`src/rtl/button_debounce.sv`:
```
`default_nettype none
// ============================================================================
// Module   : button_debounce
// Purpose  : Synchronizes and debounces a mechanical push-button, reporting
//            the debounced level, press/release/long-press strobes and the
//            length of the last completed press.
// Revision : 1.0 - initial release
// ============================================================================
module button_debounce #(
    parameter int unsigned DEBOUNCE_CYCLES   = 1000000,
    parameter int unsigned LONG_PRESS_CYCLES = 50000000,
    parameter bit          ACTIVE_LOW        = 1'b1
) (
    input  logic        clk,
    input  logic        rst_n,
    input  logic        gpio_in,
    output logic        pressed,
    output logic        press_pulse,
    output logic        release_pulse,
    output logic        long_pulse,
    output logic [31:0] press_len
);

    localparam int unsigned           c_CNT_W     = $clog2(DEBOUNCE_CYCLES + 1);
    localparam logic [c_CNT_W-1:0]    c_DB_TARGET = c_CNT_W'(DEBOUNCE_CYCLES);
    localparam logic [c_CNT_W-1:0]    c_CNT_ONE   = c_CNT_W'(1);
    localparam logic [31:0]           c_LONG      = 32'(LONG_PRESS_CYCLES);
    localparam logic [31:0]           c_DUR_MAX   = 32'hFFFF_FFFF;
    localparam logic                  c_IDLE_PIN  = ACTIVE_LOW;

    typedef enum logic [1:0] {
        ST_IDLE         = 2'd0,
        ST_PRESS_WAIT   = 2'd1,
        ST_HELD         = 2'd2,
        ST_RELEASE_WAIT = 2'd3
    } state_t;

    // ------------------------------------------------------------------
    // Input synchronizer; resets to the released pin level so that no
    // phantom press is seen when reset is removed.
    // ------------------------------------------------------------------
    logic r_sync1;
    logic r_sync2;
    logic w_level;

    always_ff @(posedge clk or negedge rst_n) begin
        if (!rst_n) begin
            r_sync1 <= c_IDLE_PIN;
            r_sync2 <= c_IDLE_PIN;
        end else begin
            r_sync1 <= gpio_in;
            r_sync2 <= r_sync1;
        end
    end

    assign w_level = r_sync2 ^ ACTIVE_LOW;

    // ------------------------------------------------------------------
    // Debounce state machine
    // ------------------------------------------------------------------
    state_t               r_state;
    state_t               w_state_next;
    logic [c_CNT_W-1:0]   r_cnt;
    logic [c_CNT_W-1:0]   w_cnt_next;
    logic [c_CNT_W-1:0]   w_cnt_inc;
    logic                 w_press_evt;
    logic                 w_rel_evt;
    logic                 w_dur_clear;
    logic                 w_active;

    assign w_cnt_inc = r_cnt + c_CNT_ONE;
    assign w_active  = (r_state == ST_HELD) || (r_state == ST_RELEASE_WAIT);

    always_comb begin
        w_state_next = r_state;
        w_cnt_next   = r_cnt;
        w_press_evt  = 1'b0;
        w_rel_evt    = 1'b0;
        w_dur_clear  = 1'b0;
        unique case (r_state)
            ST_IDLE: begin
                if (w_level) begin
                    if (DEBOUNCE_CYCLES == 1) begin
                        w_state_next = ST_HELD;
                        w_cnt_next   = '0;
                        w_press_evt  = 1'b1;
                        w_dur_clear  = 1'b1;
                    end else begin
                        w_state_next = ST_PRESS_WAIT;
                        w_cnt_next   = c_CNT_ONE;
                    end
                end
            end
            ST_PRESS_WAIT: begin
                if (!w_level) begin
                    w_state_next = ST_IDLE;
                    w_cnt_next   = '0;
                end else if (w_cnt_inc == c_DB_TARGET) begin
                    w_state_next = ST_HELD;
                    w_cnt_next   = '0;
                    w_press_evt  = 1'b1;
                    w_dur_clear  = 1'b1;
                end else begin
                    w_cnt_next   = w_cnt_inc;
                end
            end
            ST_HELD: begin
                if (!w_level) begin
                    if (DEBOUNCE_CYCLES == 1) begin
                        w_state_next = ST_IDLE;
                        w_cnt_next   = '0;
                        w_rel_evt    = 1'b1;
                    end else begin
                        w_state_next = ST_RELEASE_WAIT;
                        w_cnt_next   = c_CNT_ONE;
                    end
                end
            end
            ST_RELEASE_WAIT: begin
                if (w_level) begin
                    w_state_next = ST_HELD;
                    w_cnt_next   = '0;
                end else if (w_cnt_inc == c_DB_TARGET) begin
                    w_state_next = ST_IDLE;
                    w_cnt_next   = '0;
                    w_rel_evt    = 1'b1;
                end else begin
                    w_cnt_next   = w_cnt_inc;
                end
            end
            default: begin
                w_state_next = ST_IDLE;
                w_cnt_next   = '0;
            end
        endcase
    end

    // ------------------------------------------------------------------
    // Press duration: w_dur_now is the elapsed count including the
    // current cycle, so a press held N cycles reports N.
    // ------------------------------------------------------------------
    logic [31:0] r_dur;
    logic [31:0] w_dur_now;
    logic        r_long_done;
    logic        w_long_evt;

    assign w_dur_now  = (r_dur == c_DUR_MAX) ? c_DUR_MAX : (r_dur + 32'd1);
    assign w_long_evt = w_active && (w_dur_now == c_LONG) && !r_long_done;

    always_ff @(posedge clk or negedge rst_n) begin
        if (!rst_n) begin
            r_state     <= ST_IDLE;
            r_cnt       <= '0;
            r_dur       <= '0;
            r_long_done <= 1'b0;
        end else begin
            r_state <= w_state_next;
            r_cnt   <= w_cnt_next;
            if (w_dur_clear) begin
                r_dur <= '0;
            end else if (w_active) begin
                r_dur <= w_dur_now;
            end
            // Guards against repeat firing once the counter saturates
            if (w_dur_clear) begin
                r_long_done <= 1'b0;
            end else if (w_long_evt) begin
                r_long_done <= 1'b1;
            end
        end
    end

    // ------------------------------------------------------------------
    // Event stage followed by the registered output stage
    // ------------------------------------------------------------------
    logic        r_press_evt;
    logic        r_rel_evt;
    logic        r_long_evt;
    logic [31:0] r_len_s1;

    always_ff @(posedge clk or negedge rst_n) begin
        if (!rst_n) begin
            r_press_evt <= 1'b0;
            r_rel_evt   <= 1'b0;
            r_long_evt  <= 1'b0;
            r_len_s1    <= '0;
        end else begin
            r_press_evt <= w_press_evt;
            r_rel_evt   <= w_rel_evt;
            r_long_evt  <= w_long_evt;
            if (w_rel_evt) begin
                r_len_s1 <= w_dur_now;
            end
        end
    end

    always_ff @(posedge clk or negedge rst_n) begin
        if (!rst_n) begin
            pressed       <= 1'b0;
            press_pulse   <= 1'b0;
            release_pulse <= 1'b0;
            long_pulse    <= 1'b0;
            press_len     <= '0;
        end else begin
            pressed       <= w_active;
            press_pulse   <= r_press_evt;
            release_pulse <= r_rel_evt;
            long_pulse    <= r_long_evt;
            if (r_rel_evt) begin
                press_len <= r_len_s1;
            end
        end
    end

endmodule
`default_nettype wire

```
`config.mk`:
```
export PLATFORM = sky130hd
export DESIGN_NAME = button_debounce
export DESIGN_NICKNAME = d
export VERILOG_FILES = /design/src/rtl/button_debounce.sv
export SDC_FILE = /design/constraint.sdc
export NUM_CORES = 1
export LEC_CHECK = 0
export BUFFER_PORTS_ARGS = -buffer_cell sky130_fd_sc_hd__buf_2
export CORE_MARGIN = 2
export CORE_UTILIZATION = 50
export CTS_CLUSTER_DIAMETER = 120
export DETAILED_ROUTE_END_ITERATION = 12
export GPL_ROUTABILITY_DRIVEN = 0
export PLACE_DENSITY = 0.7
export SLEW_MARGIN = 20
export SYNTH_ARGS = -nofsm -noshare
export SYNTH_HDL_FRONTEND = slang
export SYNTH_SLANG_ARGS = --single-unit
```
`constraint.sdc`:
```
create_clock -name clk -period 3.9 [get_ports clk]
set_clock_uncertainty 0.1 [all_clocks]
set_input_delay 0.78 -clock clk [delete_from_list [all_inputs] [get_ports clk]]
set_output_delay 0.78 -clock clk [all_outputs]
set_load 0.03 [all_outputs]
```
==> results of run 1 <==
routing by layer:
metal  vias up  global-route usage (%)
met5         -                       0
met3        28                    4.81
met1      2539                    29.1
met2       137                    35.0
li1       2477                       -
met4         0                    9.96
flip-flops by register name, summed over array words and instances, names as in the netlist, named ones only:
| name | flops |
|---|---|
| long_pulse | 1 |
| press_len | 32 |
| press_pulse | 1 |
| pressed | 1 |
| r_cnt | 20 |
| r_dur | 32 |
| r_len_s1 | 32 |
| r_long_done | 1 |
| r_long_evt | 1 |
| r_press_evt | 1 |
| r_rel_evt | 1 |
| r_state | 1 |
| r_sync1 | 1 |
| r_sync2 | 1 |
| release_pulse | 1 |
per-stage QoR:
step,std cells,util (%)
6_report,880,57.7
4_1_cts,880,57.7
5_1_grt,880,57.7
3_5_place_dp,848,53.0
3_3_place_gp,848,53.0
2_1_floorplan,676,-
cell usage in the layout (no fill, tap or decap), drive strengths merged, types with 3 or more instances in the layout:
cell | Yosys | layout
or2 | 6 | 6
clkinv | 0 | 6
nor4b | 3 | 3
a21o | 15 | 15
bufinv | 0 | 4
xor2 | 16 | 16
clkbuf | 27 | 18
dfrtp | 126 | 126
buf | 25 | 48
inv | 16 | 17
clkinvlp | 0 | 3
o21ai | 46 | 46
nor2b | 4 | 4
nor3 | 12 | 12
nand3 | 25 | 25
or3 | 4 | 4
nand2 | 72 | 72
and3 | 8 | 8
nor2 | 37 | 37
a31oi | 18 | 18
or4 | 3 | 3
a22o | 20 | 20
nand4 | 20 | 20
xnor2 | 11 | 11
nand4b | 3 | 3
nand2b | 7 | 7
mux2i | 9 | 9
and2 | 3 | 3
and4 | 3 | 3
a41oi | 5 | 5
a21oi | 33 | 33
mux2 | 59 | 59
nor4 | 13 | 13
cells by family (layout without fill, tap and decap cells):
| kind of cell | Yosys count | count (layout) | share of synthesized area [%] |
|---|---|---|---|
| simple gates | 228 | 228 | 17.7 |
| compound gates | 155 | 155 | 15.3 |
| flops | 128 | 128 | 47.5 |
| mux | 68 | 68 | 11.2 |
| buf+inv | 68 | 96 | 4.45 |
| xor+xnor | 27 | 27 | 3.50 |
| fa+ha+maj | 2 | 2 | 0.370 |
power breakdown:
part / switching [W] / internal, W / total [W] / leakage (nW)
Combinational: 0.0000504 / 0.0000206 / 0.0000711 / 1.45
Sequential: 0.0000262 / 0.00135 / 0.00137 / 1.78
Clock: 0.000595 / 0.00108 / 0.00168 / 0.302
critical path, delay by kind of cell, from the launching register on:
kind,cells,cell delay [ps]
compound gates,1,210
buf+inv,1,390
flops,1,480
mux,1,380
simple gates,5,1480
layout make-up:
class	instances	area share (%)
inverter	16	0.786
tap	176	2.88
multi-input combinational	480	42.5
sequential	128	41.9
clock buffer	18	5.75
timing repair buffer	48	3.67
clock inverter	14	2.47
worst paths after layout:
check,end,slack (ps),depth (start not counted),from
worst max-delay path,r_len_s1[7],690,8,r_cnt[7]
worst min-delay path,press_pulse,250,0,r_press_evt
worst max register to register,r_len_s1[7],690,8,r_cnt[7]
worst min register to register,press_pulse,250,0,r_press_evt
max in group asynchronous,press_len[14],2550,2,rst_n
min in group asynchronous,r_cnt[4],290,1,rst_n
==> flow_summary.toml, run 1 <==
[clocking]
cts.sink_count = 128
ctsHoldBuffers = 0
cts_inserted_buffers = 17
clockBufferDepth = 2
cts_root_buf = "clkbuf_16"
postCtsSetupBuffers = 0
clkTransAtPathRegs_ps = 60
clock_latency_ps = 430
cts_tree = "built"
ctsResizeCount = 0
cts-htree-levels = 4

[floorplanning]
fp-row-count = 42
dieArea_mm2 = 0.0145
io_pins = 39
dieWidth_um = 120
start_util_pct = 51.0
core_area_mm2 = 0.0132
die_h_um = 120

[sta]
drv_slew = 0
period_minus_slack_ps = 3210
slew_headroom_pct = 53.0
layout_setup_ws_ps = 694
finalSetupViolations = 0
whs_ps = 248
tightest_slew_ps = 706
timing.setup.tns_ps = 0
fmax_mhz = 312
hold_viol_final = 0
period_share_pct = 82.2
rsz0062_at_grt = "no"

[drt]
first_pass_iters = 5
wl_per_cell_um = 16.9
finalWirelength_um = 14800
routed.top_layer = "met4"
vias = 5181
drtAntennaViolNets = 0
routed-wl-met3_um = 659
met2_length_um = 7160
m1WireLength_um = 6680
drc = 0
vias_per_cell = 5.89
drtIter0Drc = 385

[cells_and_area]
final_nets = 696
drive_above_1_share_pct = 19.6
area_growth_pct = 13.2
multi_input_area_mm2 = 0.00325
diodes = 0
register_area_mm2 = 0.00321
fillerInstances = 1160
finalInstanceArea_mm2 = 0.00764

[critical_path]
end_kind = "register"
criticalPathCategory = "reg -> reg"
start_kind = "register"
crit_arrival_ps = 3410
crit_chain = "nand3_2 -> or4_4 -> or3_4 -> a21oi_2 -> nand4_2 -> nor2_4 -> buf_4 -> mux2_1"
crit_required_ps = 4100
slowest_delay_ps = 550
critPathMaxFanout = 33
cp_slowest_cell = "or4_4"

[job]
max_cap_viol_count = 0

[placement]
placed_area_mm2 = 0.00701
io_buffers = 38
pre_cts_ws_ps = 678
dp_hpwl_um = 9840

[logic_synthesis]
ys_seq_area_share_pct = 47.5
yosysMostFrequentCell = "dfrtp_1"
synthFlopType = "dfrtp_1"
syn_inst = 676
synth-edff-count = 0
netlist-cell-type-count = 67
async_reset_ff_share_pct = 100
yosysWarnings = 0
synth_top_area_cell = "dfrtp_1"
synthTopCellsByArea = "dfrtp_1 47%, mux2_2 5.5%, mux2_1 4.3%, nand2_1 4.0%, o21ai_0 3.0%"
synth_seq_cells = 128
avgSynthCellArea_um2 = 9.99
synth_fp_nets = 681
synth_area_mm2 = 0.00675
synth_common_cells = "126 x dfrtp_1, 72 x nand2_1, 41 x o21ai_0, 36 x nor2_1, 33 x mux2_2"
synth_top_area_share_pct = 46.7

[worst_hold_path]
worstHoldPathType = "reg -> reg"

[pwr]
power.total_w = 0.00312
power_density_mw_per_mm2 = 408
vdd_drop_max_mv = 0.263
power_leakage_nw = 3.53

[global_routing]
antenna_found_initial = 0
grt_pass1_vias = 5168
grt_use_total_pct = 22.0
grt_pass1_wl_um = 25400
grt_start_max_net_pins = 75
grt-ovfl-total = 0

[run_status]
status = "complete, no violations"
(Power assumes the default switching activity.)
==> run 2: changes to the inputs <==
--- a/config.mk
+++ b/config.mk
@@ -5,13 +5,14 @@
 export SDC_FILE = /design/constraint.sdc
 export NUM_CORES = 1
 export LEC_CHECK = 0
+export ABC_AREA = 1
 export BUFFER_PORTS_ARGS = -buffer_cell sky130_fd_sc_hd__buf_2
 export CORE_MARGIN = 2
 export CORE_UTILIZATION = 50
 export CTS_CLUSTER_DIAMETER = 120
 export DETAILED_ROUTE_END_ITERATION = 12
 export GPL_ROUTABILITY_DRIVEN = 0
-export PLACE_DENSITY = 0.7
+export PLACE_DENSITY = 0.73
 export SLEW_MARGIN = 20
 export SYNTH_ARGS = -nofsm -noshare
 export SYNTH_HDL_FRONTEND = slang
==> constraint.sdc (replaced) <==
create_clock -name clk -period 2.8 [get_ports clk]
set_clock_uncertainty 0.1 [all_clocks]
set_input_delay 0.56 -clock clk [delete_from_list [all_inputs] [get_ports clk]]
set_output_delay 0.56 -clock clk [all_outputs]
set_load 0.03 [all_outputs]
==> run 2 against run 1 <==
- die area fell by 2.3%
- highest routed layer unchanged
- clock power is 23% higher
- combinational power increased to 9.9 times the previous value
- wire length rose by 4.7%
==> flow_summary.toml, run 2 <==
[cells_and_area]
diodes = 0
final_cell_mix = "307 x nand2_1, 126 x dfrtp_1, 89 x nor2_1"
area_growth_pct = 14.9
post-route-util_pct = 59.5
drive_above_1_share_pct = 16.9
reg_top3 = "press_len x32, r_dur x32, r_len_s1 x32"
fillerInstances = 1166
finalInstanceArea_mm2 = 0.00757
final_nets = 890
final_common_cell = "nand2_1"

[pwr]
switching_share_pct = 30.0
power_density_mw_per_mm2 = 630
power.switching_w = 0.00143
power_leakage_nw = 3.65
power_frac_clock_pct = 43.4
p_int_w = 0.00334
vdd_drop_max_mv = 0.525
p_seq_share_pct = 41.8
combPwrFrac_pct = 14.8

[critical_path]
critPathMaxFanout = 45
ff2ff_setup_slack_ps = 230
reg2reg_to = "r_len_s1[7]"
start_kind = "register"
criticalPathCategory = "reg -> reg"
cp_slowest_cell = "dfrtp_1"
crit_chain = "ha_1 -> nand3_1 -> nor2_1 -> nand2_1 -> nand2_1 -> nand2_1 -> nor2_1 -> nand3b_1 -> nor2_4 -> nand4_4 -> buf_4 -> nand2_1 -> o21ai_2"
crit_required_ps = 2990
rr_startpoint = "r_cnt[0]"
r2r_cells = 13
crit_family = "simple AND/OR/NAND/NOR gates"
crit_arrival_ps = 2760
slowest_delay_ps = 400
end_kind = "register"
timing.critical_path.buf_inv = 1
critical_path_depth = 13
crit_top_cell = "nand2_1"

[floorplanning]
dieWidth_um = 119
die_h_um = 119
start_util_pct = 51.8
io_pins = 39
core_area_mm2 = 0.0127
fp-row-count = 41
dieArea_mm2 = 0.0141

[clocking]
clkTransAtPathRegs_ps = 60
clockBufferDepth = 2
cts_root_buf = "clkbuf_16"
ctsResizeCount = 0
cts_inserted_buffers = 17
cts_tree = "built"
cts-htree-levels = 4
cts.sink_count = 128
clock_latency_ps = 420

[drt]
vias = 5686
drtIter0Drc = 395
wl_per_cell_um = 14.5
vias_per_cell = 5.32
finalWirelength_um = 15500
drtAntennaViolNets = 0
first_pass_iters = 5
drc = 0

[logic_synthesis]
synth_mux_area_share_pct = 5.47
ys_seq_area_share_pct = 48.6
syn_inst = 838
synthSimpleGateAreaFrac_pct = 32.9
synth-compound-area-share_pct = 6.19
synth-edff-count = 0
synth_fp_nets = 843
netlist-cell-type-count = 34
synth_area_mm2 = 0.00659
yosysMostFrequentCell = "nand2_1"
synthFlopType = "dfrtp_1"
avgSynthCellArea_um2 = 7.86
synth_top_family_by_area = "simple AND/OR/NAND/NOR gates"
async_reset_ff_share_pct = 100
synth_top_area_cell = "dfrtp_1"
synth_seq_cells = 128
synthTopCellsByArea = "dfrtp_1 48%, nand2_1 17%, nand3_1 5.7%, mux2_2 5.5%, nor2_1 5.1%"
synth_xor_area_share_pct = 0.930
synth_adder_area_share_pct = 0.380
synth_top_area_share_pct = 47.8
yosysWarnings = 0
synth_common_cells = "307 x nand2_1, 126 x dfrtp_1, 89 x nor2_1, 75 x nand3_1, 55 x inv_1"

[job]
max_cap_viol_count = 0

[sta]
fmax_mhz = 389
whs_ps = 144
rsz0062_at_grt = "no"
slew_headroom_pct = 63.4
period_minus_slack_ps = 2570
hold_viol_final = 0
drv_slew = 0
layout_setup_ws_ps = 231
timing.setup.tns_ps = 0
period_share_pct = 91.8
finalSetupViolations = 0
tightest_slew_ps = 549

[global_routing]
antenna_found_initial = 0
grt_start_max_net_pins = 57
grt_pass1_wl_um = 26700
grt-ovfl-total = 0
grt_use_total_pct = 23.6
grt_pass1_vias = 5406

[worst_hold_path]
min_path_cells = 1
hp-start = "gpio_in"
min_to = "r_sync1"
worstHoldPathType = "in -> reg"

[placement]
io_buffers = 38
placed_area_mm2 = 0.00701
pre_cts_ws_ps = 270
dp_hpwl_um = 10900

[run_status]
status = "complete, no violations"
[run 2: repair_timing]
action,4_1_cts,5_1_grt
setup buffers,0,0
endpoints found under the setup margin,0,0
hold buffers,1,0
endpoints found under the hold margin,29,0
[run 2: cell type report]
type	count	area, um^2	area share (%)
flip-flops and latches	128	3210	42.3
clock inverters	12	113	1.49
repair buffers	55	339	4.48
clock buffers	19	443	5.85
well taps	172	215	2.84
inverters	62	233	3.07
multi-input cells	621	3020	39.9
[run 2: worst max path at each step]
stage	start	to	slack, ps
after floorplan	r_cnt[0]	r_dur[19]	670
after global placement	r_cnt[0]	r_len_s1[0]	360
after detailed placement	r_cnt[0]	r_len_s1[11]	270
after CTS	r_cnt[0]	r_len_s1[11]	260
after global routing	r_dur[1]	r_long_done	9
final	r_cnt[0]	r_len_s1[7]	230
[run 2: worst reg2reg max path, stage by stage, from the launching register on]
cell and delay, ps:
dfrtp_1 400, ha_1 280, nand3_1 190, nor2_1 180, nand2_1 70, nand2_1 100
nand2_1 60, nor2_1 120, nand3b_1 130, nor2_4 160, nand4_4 100, buf_4 320
nand2_1 180, o21ai_2 60
[run 2: routing by layer]
metal / track usage [%] / vias up / share of wire [%]
li1: - / 2806 / -
met1: 33.9 / 2693 / 47
met2: 35.5 / 163 / 46
met3: 4.05 / 24 / 4.8
met4: 9.30 / 0 / 2.2
met5: 0 / - / 0
[run 2: logic make-up after synthesis]
group / count (synthesis)
and+or+nand+nor: 513
xor gates and xnor gates: 7
DFF: 128
adders and majority gates: 2
buffers and inverters: 89
AOI/OAI and AO/OA: 67
muxes: 32
[run 2: power groups by stage]
stage	clock (W)	combinational, W	sequential [W]
detailed placement	0	0.000703	0.00203
CTS	0.00210	0.000707	0.00200
global route	0.00218	0.000800	0.00201
global placement	0	0.000697	0.00203
floorplan	0	0.000472	0.00202
finish	0.00207	0.000705	0.00200
[run 2: per-stage QoR]
| stage | power, W | std cells |
|---|---|---|
| global route | 0.00499 | 1069 |
| finish | 0.00477 | 1069 |
| detailed placement | 0.00273 | 1037 |
| floorplan | 0.00249 | 838 |
| global placement | 0.00272 | 1037 |
| CTS | 0.00480 | 1069 |
==> run 3: changes to the inputs <==
--- a/config.mk
+++ b/config.mk
@@ -8,11 +8,11 @@
 export ABC_AREA = 1
 export BUFFER_PORTS_ARGS = -buffer_cell sky130_fd_sc_hd__buf_2
 export CORE_MARGIN = 2
-export CORE_UTILIZATION = 50
+export CORE_UTILIZATION = 55
 export CTS_CLUSTER_DIAMETER = 120
 export DETAILED_ROUTE_END_ITERATION = 12
 export GPL_ROUTABILITY_DRIVEN = 0
-export PLACE_DENSITY = 0.73
+export PLACE_DENSITY = 0.79
 export SLEW_MARGIN = 20
 export SYNTH_ARGS = -nofsm -noshare
 export SYNTH_HDL_FRONTEND = slang
==> run 3 against run 2 <==
- first-iteration DRC count up 30%
- critical endpoint is now r_len_s1[30]
- power rose by 3.5%
- hold slack lost 7.2 ps
==> flow_summary.toml, run 3 (synthesis results as in run 2) <==
[cells_and_area]
multi_input_area_mm2 = 0.00302
final_cells = 1039
final_cell_mix = "307 x nand2_1, 126 x dfrtp_1, 89 x nor2_1"
drive_above_1_share_pct = 17.0
register_area_mm2 = 0.00321
final_nets = 888
fillerInstances = 969
final_common_cell = "nand2_1"
post-route-util_pct = 65.4
area_growth_pct = 14.8
diodes = 0
reg_top3 = "press_len x32, r_dur x32, r_len_s1 x32"

[critical_path]
slowest_delay_ps = 400
crit_top_cell = "nand2_1"
crit_family = "simple AND/OR/NAND/NOR gates"
rr_startpoint = "r_cnt[0]"
cp_slowest_cell = "dfrtp_1"
criticalPathCategory = "reg -> reg"
end_kind = "register"
crit_chain = "ha_1 -> nand3_1 -> inv_2 -> nand2_1 -> nand2_1 -> nand3_1 -> nor2_1 -> nand3b_1 -> nor2_4 -> nand4_4 -> inv_2 -> nand2_1 -> nand2_1"
crit_arrival_ps = 2830
startpoint = "r_cnt[0]"
crit_required_ps = 3060
timing.critical_path.buf_inv = 2
start_kind = "register"
critPathMaxFanout = 20

[job]
max_cap_viol_count = 0

[pwr]
power.total_w = 0.00494
power_density_mw_per_mm2 = 653
power_leakage_nw = 3.66
vdd_drop_max_mv = 0.499

[global_routing]
antenna_found_initial = 0
grt_pass1_vias = 5420
grt_use_total_pct = 26.0
grt-ovfl-total = 0
grt_start_max_net_pins = 73
grt_pass1_wl_um = 26500

[floorplanning]
die_h_um = 113
dieWidth_um = 113
io_pins = 39
core_area_mm2 = 0.0116
dieArea_mm2 = 0.0129
fp-row-count = 39
start_util_pct = 57.0

[drt]
drtIter0Drc = 515
first_pass_iters = 5
vias_per_cell = 5.52
drc = 0
wl_per_cell_um = 14.8
drtAntennaViolNets = 0
vias = 5735
finalWirelength_um = 15400

[clocking]
cts_inserted_buffers = 17
cts_root_buf = "clkbuf_16"
ctsResizeCount = 0
cts-htree-levels = 4
clock_latency_ps = 430
clockBufferDepth = 2
cts_tree = "built"
ctsHoldBuffers = 1
cts.sink_count = 128
clkTransAtPathRegs_ps = 60
postCtsSetupBuffers = 0

[sta]
finalSetupViolations = 0
period_share_pct = 92.0
slew_headroom_pct = 63.6
tightest_slew_ps = 546
timing.setup.tns_ps = 0
period_minus_slack_ps = 2580
hold_viol_final = 0
rsz0062_at_grt = "no"
fmax_mhz = 388
drv_slew = 0

[worst_hold_path]
hp-start = "gpio_in"
worstHoldPathType = "in -> reg"

[placement]
dp_hpwl_um = 10400
dp_cells = 1006
io_buffers = 38

[run_status]
status = "complete, no violations"
[run 3: final timing paths]
kind | endpoint | slack (ps) | cells after the start
setup / recovery | r_len_s1[30] | 220 | 13
hold / removal | r_sync1 | 140 | 1
setup reg to reg | r_len_s1[30] | 220 | 13
hold reg to reg | press_pulse | 250 | 0
max in group asynchronous | release_pulse | 1370 | 3
min in group asynchronous | r_cnt[4] | 460 | 2
[run 3: cell type report]
type | count | area share [%]
Clock buffer | 19 | 5.99
Clock inverter | 13 | 2.02
Inverter | 62 | 3.08
Multi-Input combinational cell | 621 | 40.0
Sequential cell | 128 | 42.4
Tap cell | 143 | 2.36
Timing Repair Buffer | 53 | 4.23
[run 3: stage by stage]
step	setup slack (ps)	cell area, um^2	hold WS, ps
final	224	7570	136
after global routing	8.80	7570	122
after global placement	393	6950	234
after CTS	272	7570	123
after detailed placement	325	6950	238
after floorplan	666	6590	164
[run 3: routing by layer]
metal,GRT usage [%],vias to the layer above,wire length (um)
met1,36.9,2693,7040
met3,5.47,28,962
met4,10.6,0,335
met5,0,-,0
met2,39.2,208,7080
li1,-,2806,-
[run 3: report_power, final]
| group | switching (W) | total [W] | internal [W] | leakage (nW) |
|---|---|---|---|---|
| logic | 0.000523 | 0.000701 | 0.000177 | 1.60 |
| clock network | 0.000868 | 0.00224 | 0.00137 | 0.287 |
| registers | 0.0000814 | 0.00200 | 0.00192 | 1.77 |
| total | 0.00147 | 0.00494 | 0.00347 | 3.66 |
